===== config.mk =====
export PLATFORM = sky130hd
export DESIGN_NAME = uart_rx_cfg
export DESIGN_NICKNAME = d
export VERILOG_FILES = /design/src/rtl/uart_rx_cfg.sv
export SDC_FILE = /design/constraint.sdc
export NUM_CORES = 1
export LEC_CHECK = 0
export ABC_AREA = 1
export CAP_MARGIN = 15
export CORE_UTILIZATION = 25
export CTS_BUF_LIST = sky130_fd_sc_hd__clkbuf_8
export CTS_CLUSTER_DIAMETER = 200
export DETAILED_ROUTE_END_ITERATION = 12
export HOLD_SLACK_MARGIN = 0.05
export SYNTH_ARGS = -nofsm -noshare
export SYNTH_HDL_FRONTEND = slang
export SYNTH_SLANG_ARGS = --single-unit

===== constraint.sdc =====
create_clock -name clk -period 4.7 [get_ports clk]
set_input_delay 0.705 -clock clk [delete_from_list [all_inputs] [get_ports clk]]
set_output_delay 0.705 -clock clk [all_outputs]
set_load 0.02 [all_outputs]

===== src/rtl/uart_rx_cfg.sv =====
// uart_rx_cfg: oversampling UART receiver with a configurable frame format.
// The word width, oversampling ratio, parity mode and stop-bit count are all
// configurable. The receiver rejects false starts. It flags parity, framing,
// break and overrun conditions. Received words are presented through a
// valid/ready holding register.
//
// Ports
//   clk            system clock
//   i_rst_n        asynchronous active-low reset
//   i_tick         one-cycle strobe at OVERSAMPLE x baud
//   i_rx           serial line (asynchronous, idle high)
//   i_parity_mode  00 none, 01 even, 10 odd, 11 none (latched at start edge)
//   i_stop2        1 = two stop bits checked (latched at start edge)
//   i_ready        consumer accepts o_data while o_valid=1
//   o_data         received word (holding register)
//   o_valid        holding register full
//   o_parity_err   parity mismatch for the word in o_data
//   o_frame_err    a stop bit sampled 0 for the word in o_data
//   o_break        data, parity (if enabled) and first stop bit all 0
//   o_overrun      sticky: a frame was dropped while the holding register was full
//   o_busy         receiver FSM not in IDLE
//
// State   | meaning
// --------+------------------------------------------------------------
// IDLE    | waiting for the synchronised line to go low
// START   | counting to mid start bit; a high sample there is a false start
// DATA    | sampling NB_DATA data bits at mid bit, LSB first
// PARITY  | sampling the parity bit (only when parity is enabled)
// STOP    | sampling one or two stop bits; back to IDLE at mid last stop bit
module uart_rx_cfg #(
  parameter int NB_DATA    = 8,
  parameter int OVERSAMPLE = 16
) (
  input  logic               clk,
  input  logic               i_rst_n,
  input  logic               i_tick,
  input  logic               i_rx,
  input  logic [1:0]         i_parity_mode,
  input  logic               i_stop2,
  input  logic               i_ready,
  output logic [NB_DATA-1:0] o_data,
  output logic               o_valid,
  output logic               o_parity_err,
  output logic               o_frame_err,
  output logic               o_break,
  output logic               o_overrun,
  output logic               o_busy
);

  localparam int NB_TICK = $clog2(OVERSAMPLE);
  localparam int NB_BCNT = $clog2(NB_DATA + 1);
  localparam logic [NB_TICK-1:0] TICK_MID = NB_TICK'(OVERSAMPLE / 2 - 1);
  localparam logic [NB_TICK-1:0] TICK_END = NB_TICK'(OVERSAMPLE - 1);
  localparam logic [NB_BCNT-1:0] BIT_LAST = NB_BCNT'(NB_DATA - 1);

  typedef enum logic [2:0] {
    ST_IDLE,
    ST_START,
    ST_DATA,
    ST_PARITY,
    ST_STOP
  } state_t;

  state_t               state_q, state_d;
  logic                 rx_meta_q, rx_meta_d;
  logic                 rx_s_q, rx_s_d;
  logic [NB_TICK-1:0]   tick_cnt_q, tick_cnt_d;
  logic [NB_BCNT-1:0]   bit_cnt_q, bit_cnt_d;
  logic [NB_DATA-1:0]   shift_q, shift_d;
  logic [1:0]           par_mode_q, par_mode_d;
  logic                 stop2_q, stop2_d;
  logic                 stop_cnt_q, stop_cnt_d;
  logic                 perr_acc_q, perr_acc_d;
  logic                 ferr_acc_q, ferr_acc_d;
  logic                 zero_q, zero_d;
  logic [NB_DATA-1:0]   data_q, data_d;
  logic                 valid_q, valid_d;
  logic                 perr_q, perr_d;
  logic                 ferr_q, ferr_d;
  logic                 brk_q, brk_d;
  logic                 ovr_q, ovr_d;

  logic                 tick_end;
  logic                 par_en;
  logic                 complete;

  always_comb begin
    state_d    = state_q;
    rx_meta_d  = i_rx;
    rx_s_d     = rx_meta_q;
    tick_cnt_d = tick_cnt_q;
    bit_cnt_d  = bit_cnt_q;
    shift_d    = shift_q;
    par_mode_d = par_mode_q;
    stop2_d    = stop2_q;
    stop_cnt_d = stop_cnt_q;
    perr_acc_d = perr_acc_q;
    ferr_acc_d = ferr_acc_q;
    zero_d     = zero_q;
    data_d     = data_q;
    valid_d    = valid_q;
    perr_d     = perr_q;
    ferr_d     = ferr_q;
    brk_d      = brk_q;
    ovr_d      = ovr_q;
    complete   = 1'b0;

    tick_end = i_tick && (tick_cnt_q == TICK_END);
    par_en   = (par_mode_q == 2'b01) || (par_mode_q == 2'b10);

    // Shared bit-period timer for the sampling states.
    if ((state_q == ST_DATA) || (state_q == ST_PARITY) || (state_q == ST_STOP)) begin
      if (i_tick) begin
        tick_cnt_d = tick_end ? '0 : tick_cnt_q + 1'b1;
      end
    end

    case (state_q)
      ST_IDLE: begin
        if (!rx_s_q) begin
          par_mode_d = i_parity_mode;
          stop2_d    = i_stop2;
          tick_cnt_d = '0;
          state_d    = ST_START;
        end
      end
      ST_START: begin
        if (i_tick) begin
          if (tick_cnt_q == TICK_MID) begin
            if (rx_s_q) begin
              state_d = ST_IDLE;
            end else begin
              tick_cnt_d = '0;
              bit_cnt_d  = '0;
              stop_cnt_d = 1'b0;
              perr_acc_d = 1'b0;
              ferr_acc_d = 1'b0;
              zero_d     = 1'b1;
              state_d    = ST_DATA;
            end
          end else begin
            tick_cnt_d = tick_cnt_q + 1'b1;
          end
        end
      end
      ST_DATA: begin
        if (tick_end) begin
          shift_d   = {rx_s_q, shift_q[NB_DATA-1:1]};
          zero_d    = zero_q & ~rx_s_q;
          bit_cnt_d = bit_cnt_q + 1'b1;
          if (bit_cnt_q == BIT_LAST) begin
            state_d = par_en ? ST_PARITY : ST_STOP;
          end
        end
      end
      ST_PARITY: begin
        if (tick_end) begin
          perr_acc_d = ((^shift_q) ^ rx_s_q) != (par_mode_q == 2'b10);
          zero_d     = zero_q & ~rx_s_q;
          state_d    = ST_STOP;
        end
      end
      ST_STOP: begin
        if (tick_end) begin
          if (!rx_s_q) begin
            ferr_acc_d = 1'b1;
          end
          // Only the first stop bit takes part in break detection.
          if (!stop_cnt_q) begin
            zero_d = zero_q & ~rx_s_q;
          end
          stop_cnt_d = 1'b1;
          if (stop_cnt_q || !stop2_q) begin
            complete = 1'b1;
            state_d  = ST_IDLE;
          end
        end
      end
      default: state_d = ST_IDLE;
    endcase

    if (valid_q && i_ready) begin
      valid_d = 1'b0;
      ovr_d   = 1'b0;
      perr_d  = 1'b0;
      ferr_d  = 1'b0;
      brk_d   = 1'b0;
    end

    // A slot being read out this cycle counts as free.
    if (complete) begin
      if (!valid_q || i_ready) begin
        data_d  = shift_q;
        valid_d = 1'b1;
        perr_d  = perr_acc_q;
        ferr_d  = ferr_acc_q | ~rx_s_q;
        brk_d   = zero_d;
      end else begin
        ovr_d = 1'b1;
      end
    end
  end

  always_ff @(posedge clk or negedge i_rst_n) begin
    if (!i_rst_n) begin
      state_q    <= ST_IDLE;
      rx_meta_q  <= 1'b1;
      rx_s_q     <= 1'b1;
      tick_cnt_q <= '0;
      bit_cnt_q  <= '0;
      shift_q    <= '0;
      par_mode_q <= 2'b00;
      stop2_q    <= 1'b0;
      stop_cnt_q <= 1'b0;
      perr_acc_q <= 1'b0;
      ferr_acc_q <= 1'b0;
      zero_q     <= 1'b0;
      data_q     <= '0;
      valid_q    <= 1'b0;
      perr_q     <= 1'b0;
      ferr_q     <= 1'b0;
      brk_q      <= 1'b0;
      ovr_q      <= 1'b0;
    end else begin
      state_q    <= state_d;
      rx_meta_q  <= rx_meta_d;
      rx_s_q     <= rx_s_d;
      tick_cnt_q <= tick_cnt_d;
      bit_cnt_q  <= bit_cnt_d;
      shift_q    <= shift_d;
      par_mode_q <= par_mode_d;
      stop2_q    <= stop2_d;
      stop_cnt_q <= stop_cnt_d;
      perr_acc_q <= perr_acc_d;
      ferr_acc_q <= ferr_acc_d;
      zero_q     <= zero_d;
      data_q     <= data_d;
      valid_q    <= valid_d;
      perr_q     <= perr_d;
      ferr_q     <= ferr_d;
      brk_q      <= brk_d;
      ovr_q      <= ovr_d;
    end
  end

  assign o_data       = data_q;
  assign o_valid      = valid_q;
  assign o_parity_err = perr_q;
  assign o_frame_err  = ferr_q;
  assign o_break      = brk_q;
  assign o_overrun    = ovr_q;
  assign o_busy       = (state_q != ST_IDLE);

endmodule


==> out/summary.txt, run 1 <==
Via density: 4.300
Final Skew: 0.009534 ns
Setup bufs post-CTS: 0
Final Cell Area: 0.002591 mm2
Routed WL: 4221 um
Pleak: 1.206 nW
Dpl cell area: 0.002486 mm2
Worst Path Buf+Inv: 3
Status: completed
Crit share post-route: 0.5177
GP Congestion: 0.8644
Final Non-Filler Cells: 397
Worst hold stages: 0
Cells on worst reg2reg path: 8
CP startpoint kind: register
GRT Util Overall: 0.1073
Initial DRC Count: 63
H-tree depth: 2
Std-Cell Rows: 33
CP required: 3.99 ns
Die area: 0.009039 mm2
Peak supply drop: 0.1832 mV
Clock latency reported for the late side of the worst-skew pair: 0.30 ns
Wirelength per Cell: 10.63 um
Met1 wire length: 2045 um
RR Startpoint: tick_cnt_q[0]
Number of diodes: 0
Vias in the first global route: 1,668
CTS Hold Buffers Added: 0
Final Net Count: 302
CP endpoint kind: output port
Fillers: 880
Placed Cells: 389
Reg2reg setup slack: 3.05 ns
Final setup vio count: 0
Synthesis Warnings: 0
Via count: 1,707
Pre-CTS setup slack: 2.453 ns
Largest net degree at the start of global routing: 42
Clock buffer depth: 2
Yosys top cell by area: dfrtp_1
CP Max Fanout: 4
Syn avg cell area: 8.173 um2
Multi-input combinational cell area: 978.4 um2
Pwr Total: 1.074 mW
Share of the synthesized area in the top cell type: 0.4506
Tmin final: 2.433 ns
Routed wl met2: 1925 um
Dpl hpwl: 3153 um
P&R area growth vs syn: 19.64%
Top Family by Delay on Critical Path: buffers and inverters
Setup TNS Final: 0 ns
Core Area: 0.008299 mm2
Final Max Tran Viols: 0
Start point of the worst min-delay path: rx_meta_q
Fin worst setup slack: 2.267 ns
First-pass GRT wire length: 7479 um
Unrepaired setup endpoints after global routing: false
Main area contributors after synthesis: dfrtp_1, nand2_1, o21ai_0, inv_1, nand3_1
Top layer in use: met4
Commonest non-fill, non-tap cells in the layout: nand2_1, dfrtp_1, inv_1
Top cell by count, worst path: inv_1
Worst path cell trace: inv_1 -> nand2_1 -> nor2_1 -> inv_1 -> clkdlybuf4s50_1
Clk sink count: 41
Die H: 95.08 um
TritonRoute pass-1 iters: 4
Starting Density: 0.2610
Die Wd: 95.08 um
Top Ports: 22
Synth Net Count: 276
CTS tree: built
Slowest-stage cell, CP: clkdlybuf4s50_1
Fraction of layout cells with a size suffix above 1: 0.1507
Input/output buffers: 21
HP Class: register to register
Worst-Margin Slew: 0.9283 ns
Max-Cap Viols: 0
CTS resizes: 0
Most common cell after layout, fill and taps aside: nand2_1
FMAX: 411.0 MHz
Clk slew on worst S/H paths: 0.08 ns
WS Path Type: register to output port
Hold Fails Final Rpt: 0
GRT overflow: 0
DRC Markers: 0
WP data arrival: 1.73 ns
Metal3 WL: 182 um
WHS Endpoint: rx_s_q
Post-Syn Area: 0.002166 mm2
Post-Synthesis Cells: 265
Seq. cell area: 0.001028 mm2
ANT nets after route: 0
CTS buffer count: 5
Share of the yosys chip area belonging to registers: 0.4749
PwrDens: 414.3 mW/mm2
Initial antenna violation count: 0
Register bit total from synthesis: 41
Yosys cell types: 31
Rel. slew slack: 0.3811
CTS root buf: clkbuf_8
CP peak stage delay: 0.54 ns
R2r endpoint: bit_cnt_q[0]
==> how the worst max path moves through the flow <==
stage	cells after the start	startpoint	slack (ns)	end
floorplan	4	state_q[1]	3.19	o_busy
global placement	6	i_tick	2.49	bit_cnt_q[0]
detailed placement	6	i_tick	2.45	bit_cnt_q[0]
CTS	5	state_q[1]	2.25	o_busy
global route	5	state_q[1]	2.14	o_busy
finish	5	state_q[1]	2.27	o_busy
==> layer usage <==
metal  global-route usage  up-vias
met5                    0        -
met4              0.04167        0
met3              0.02632        6
met2               0.1750       30
met1               0.1360      772
li1                     -      899
==> power breakdown <==
group	internal [mW]	switching, mW	total (mW)
clock network	0.136	0.128	0.263
logic	0.131	0.233	0.365
registers	0.403	0.0422	0.446
total	0.670	0.403	1.07
==> cell type report <==
type,instances,share of cell area
clock buffer,7,0.03718
sequential,41,0.3969
multi-input combinational,186,0.3776
timing repair buffer,21,0.07919
tap,105,0.05070
inverter,36,0.05505
clock inverter,1,0.003380
==> Yosys cell counts, drive strengths merged <==
master and number:
and2 1, nor2 20, a21oi 6, o211ai 2
inv 35, or2 3, buf 2, nand2 83
dfstp 2, clkinv 1, xor2 3, o21ai 37
ha 3, mux2 2, dfrtp 39, nand3 20
nand4 3, o21bai 1, xnor2 2
==> metrics by stage <==
step | hold WS (ns) | util
after floorplan | 0.3452 | -
after global routing | 0.3649 | 0.3122
after detailed placement | 0.3468 | 0.2996
final | 0.3580 | 0.3122
after global placement | 0.3469 | 0.2996
after CTS | 0.3595 | 0.3122
==> flip-flops by register name, summed over array words and instances (netlist names) <==
signal        count
stop2_q           1
o_break           1
par_mode_q        2
bit_cnt_q         4
rx_s_q            1
stop_cnt_q        1
o_valid           1
perr_acc_q        1
o_data            8
ferr_acc_q        1
o_overrun         1
o_frame_err       1
rx_meta_q         1
state_q           3
shift_q           8
o_parity_err      1
zero_q            1
tick_cnt_q        4
==> logic make-up (layout without fill, tap and decap cells) <==
| kind of cell | Yosys count | in the layout | share of synthesized area |
|---|---|---|---|
| AOI/OAI and AO/OA | 46 | 46 | 0.1236 |
| DFF | 41 | 41 | 0.4749 |
| xor gates and xnor gates | 5 | 5 | 0.02022 |
| muxes | 2 | 2 | 0.01040 |
| and+or+nand+nor | 130 | 130 | 0.2802 |
| buffers and inverters | 38 | 65 | 0.07337 |
| adders and majority gates | 3 | 3 | 0.01733 |
==> worst register-to-register path, stage by stage (launching register included) <==
cell and delay [ns]:
dfrtp_1 0.39, ha_1 0.20, nand2_2 0.08, inv_1 0.09, nand2_1 0.09, o21ai_1 0.26, nand3_1 0.24, nor2_1 0.14
a21oi_1 0.05
(Power assumes the default switching activity.)
==> inputs of run 2 (changes only) <==
==> constraint.sdc (replaced) <==
create_clock -name clk -period 2.18 [get_ports clk]
set_input_delay 0.327 -clock clk [delete_from_list [all_inputs] [get_ports clk]]
set_output_delay 0.327 -clock clk [all_outputs]
set_load 0.02 [all_outputs]
==> run 2 against run 1 <==
Critical path type unchanged. First-iteration DRC count grew 62%. Critical endpoint unchanged. Sequential power rose by 120%. Worst setup slack got worse by 2.1 ns. Die area did not move.
==> out/summary.txt, run 2 (synthesis gave the netlist of run 1 again) <==
Via density: 4.296
Reg power frac: 0.431
Die Wd: 95.08 um
WP data arrival: 1.71 ns
Dpl cell area: 0.002494 mm2
First-pass GRT wire length: 7638 um
Worst-Margin Slew: 0.5397 ns
Fin worst setup slack: 0.1394 ns
Die area: 0.009039 mm2
HP Class: primary input to asynchronous set/reset pin
Core Area: 0.008299 mm2
Most common cell after layout, fill and taps aside: nand2_1
Routed wl met2: 1894 um
Die H: 95.08 um
Top layer in use: met4
Comb pwr share: 0.356
Routed WL: 4230 um
P&R area growth vs syn: 18.95%
RR Startpoint: tick_cnt_q[0]
Clk slew on worst S/H paths: 0.08 ns
Crit path launch: state_q[2]
Slowest-stage cell, CP: clkdlybuf4s50_1
Final setup vio count: 0
H-tree depth: 2
Clock latency reported for the late side of the worst-skew pair: 0.29 ns
Initial antenna violation count: 0
GRT Util Overall: 0.1097
CTS buffer count: 5
GP Congestion: 0.8637
Clk sink count: 41
Pint: 1.372 mW
Wirelength per Cell: 10.63 um
Unrepaired setup endpoints after global routing: false
CTS root buf: clkbuf_8
Starting Density: 0.2610
CTS tree: built
Pleak: 1.205 nW
CP required: 1.85 ns
Metal3 WL: 158 um
DRC Markers: 0
Setup bufs post-CTS: 0
Clock buffer depth: 2
Pre-CTS setup slack: 0.3165 ns
Fraction of layout cells with a size suffix above 1: 0.1502
Number of diodes: 0
Via count: 1,710
Commonest non-fill, non-tap cells in the layout: nand2_1, dfrtp_1, inv_1
Rel. slew slack: 0.6402
Psw: 0.8579 mW
Peak supply drop: 0.4233 mV
CP Max Fanout: 4
FMAX: 490.1 MHz
Input/output buffers: 21
GRT overflow: 0
Dpl hpwl: 3132 um
CP endpoint kind: output port
Top Family by Delay on Critical Path: buffers and inverters
Status: completed
CTS Hold Buffers Added: 0
Sw Share: 0.3847
Vias in the first global route: 1,654
Worst Path Buf+Inv: 3
Max-Cap Viols: 0
Top Ports: 22
ANT nets after route: 0
Met1 wire length: 2108 um
Std-Cell Rows: 33
Setup TNS Final: 0 ns
Clock Power Share: 0.214
Final Skew: 0.007074 ns
Worst path cell trace: inv_2 -> nand2_1 -> nor2_1 -> inv_1 -> clkdlybuf4s50_1
CP peak stage delay: 0.55 ns
Final Net Count: 303
PwrDens: 865.7 mW/mm2
TritonRoute pass-1 iters: 4
CP startpoint kind: register
Largest net degree at the start of global routing: 42
Tmin final: 2.041 ns
Final Cell Area: 0.002576 mm2
Post-layout util: 0.3104
Final Max Tran Viols: 0
Hold Fails Final Rpt: 0
Crit share post-route: 0.9361
Initial DRC Count: 102
WS Path Type: register to output port
CTS resizes: 0
## run 2: cell types whose count changed in the layout (fill, tap and decap cells not counted), sizes merged
cell    previous run  this run
buf                1         2
clkinv             1         3
clkbuf             7         5
## run 2: worst reg2reg max path, cell delays in order (launching register included)
cell,delay [ns]
dfrtp_1,0.40
ha_1,0.20
nand2_2,0.08
inv_1,0.09
nand2_1,0.09
o21ai_1,0.26
nand3_1,0.24
nor2_1,0.14
a21oi_1,0.05
## run 2: power by group through the flow
stage	logic, mW	clock network, mW	registers (mW)
finish	0.793	0.476	0.961
floorplan	0.602	0	0.955
global placement	0.779	0	0.975
detailed placement	0.793	0	0.973
CTS	0.794	0.507	0.961
global route	0.912	0.546	0.980
## run 2: per-stage QoR
stage | power, mW | cells | hold slack (ns)
2_1_floorplan | 1.557 | 265 | 0.03141
3_3_place_gp | 1.755 | 390 | 0.3469
6_report | 2.230 | 398 | 0.1002
4_1_cts | 2.262 | 398 | 0.1086
5_1_grt | 2.438 | 398 | 0.1445
3_5_place_dp | 1.765 | 390 | 0.3496
## run 2: final timing paths
path / to / slack, ns / depth (start not counted)
setup / recovery: o_busy / 0.14 / 5
hold / removal: o_data[5] / 0.10 / 2
setup reg to reg: bit_cnt_q[0] / 0.50 / 8
hold reg to reg: rx_s_q / 0.36 / 0
max in group asynchronous: rx_meta_q / 1.70 / 2
min in group clk: rx_s_q / 0.36 / 0
## run 2: per-layer routing
metal	up-vias	track usage
met5	-	0
met4	0	0.03788
met3	6	0.02871
met2	29	0.1708
met1	774	0.1465
li1	901	-
## run 2: cell type report
cell class / count / area (um2)
Inverter: 36 / 142.6
Clock inverter: 3 / 13.76
Tap cell: 105 / 131.4
Fill cell: 879 / 5723
Multi-Input combinational cell: 186 / 978.4
Sequential cell: 41 / 1028
Clock buffer: 5 / 68.82
Timing Repair Buffer: 22 / 212.7
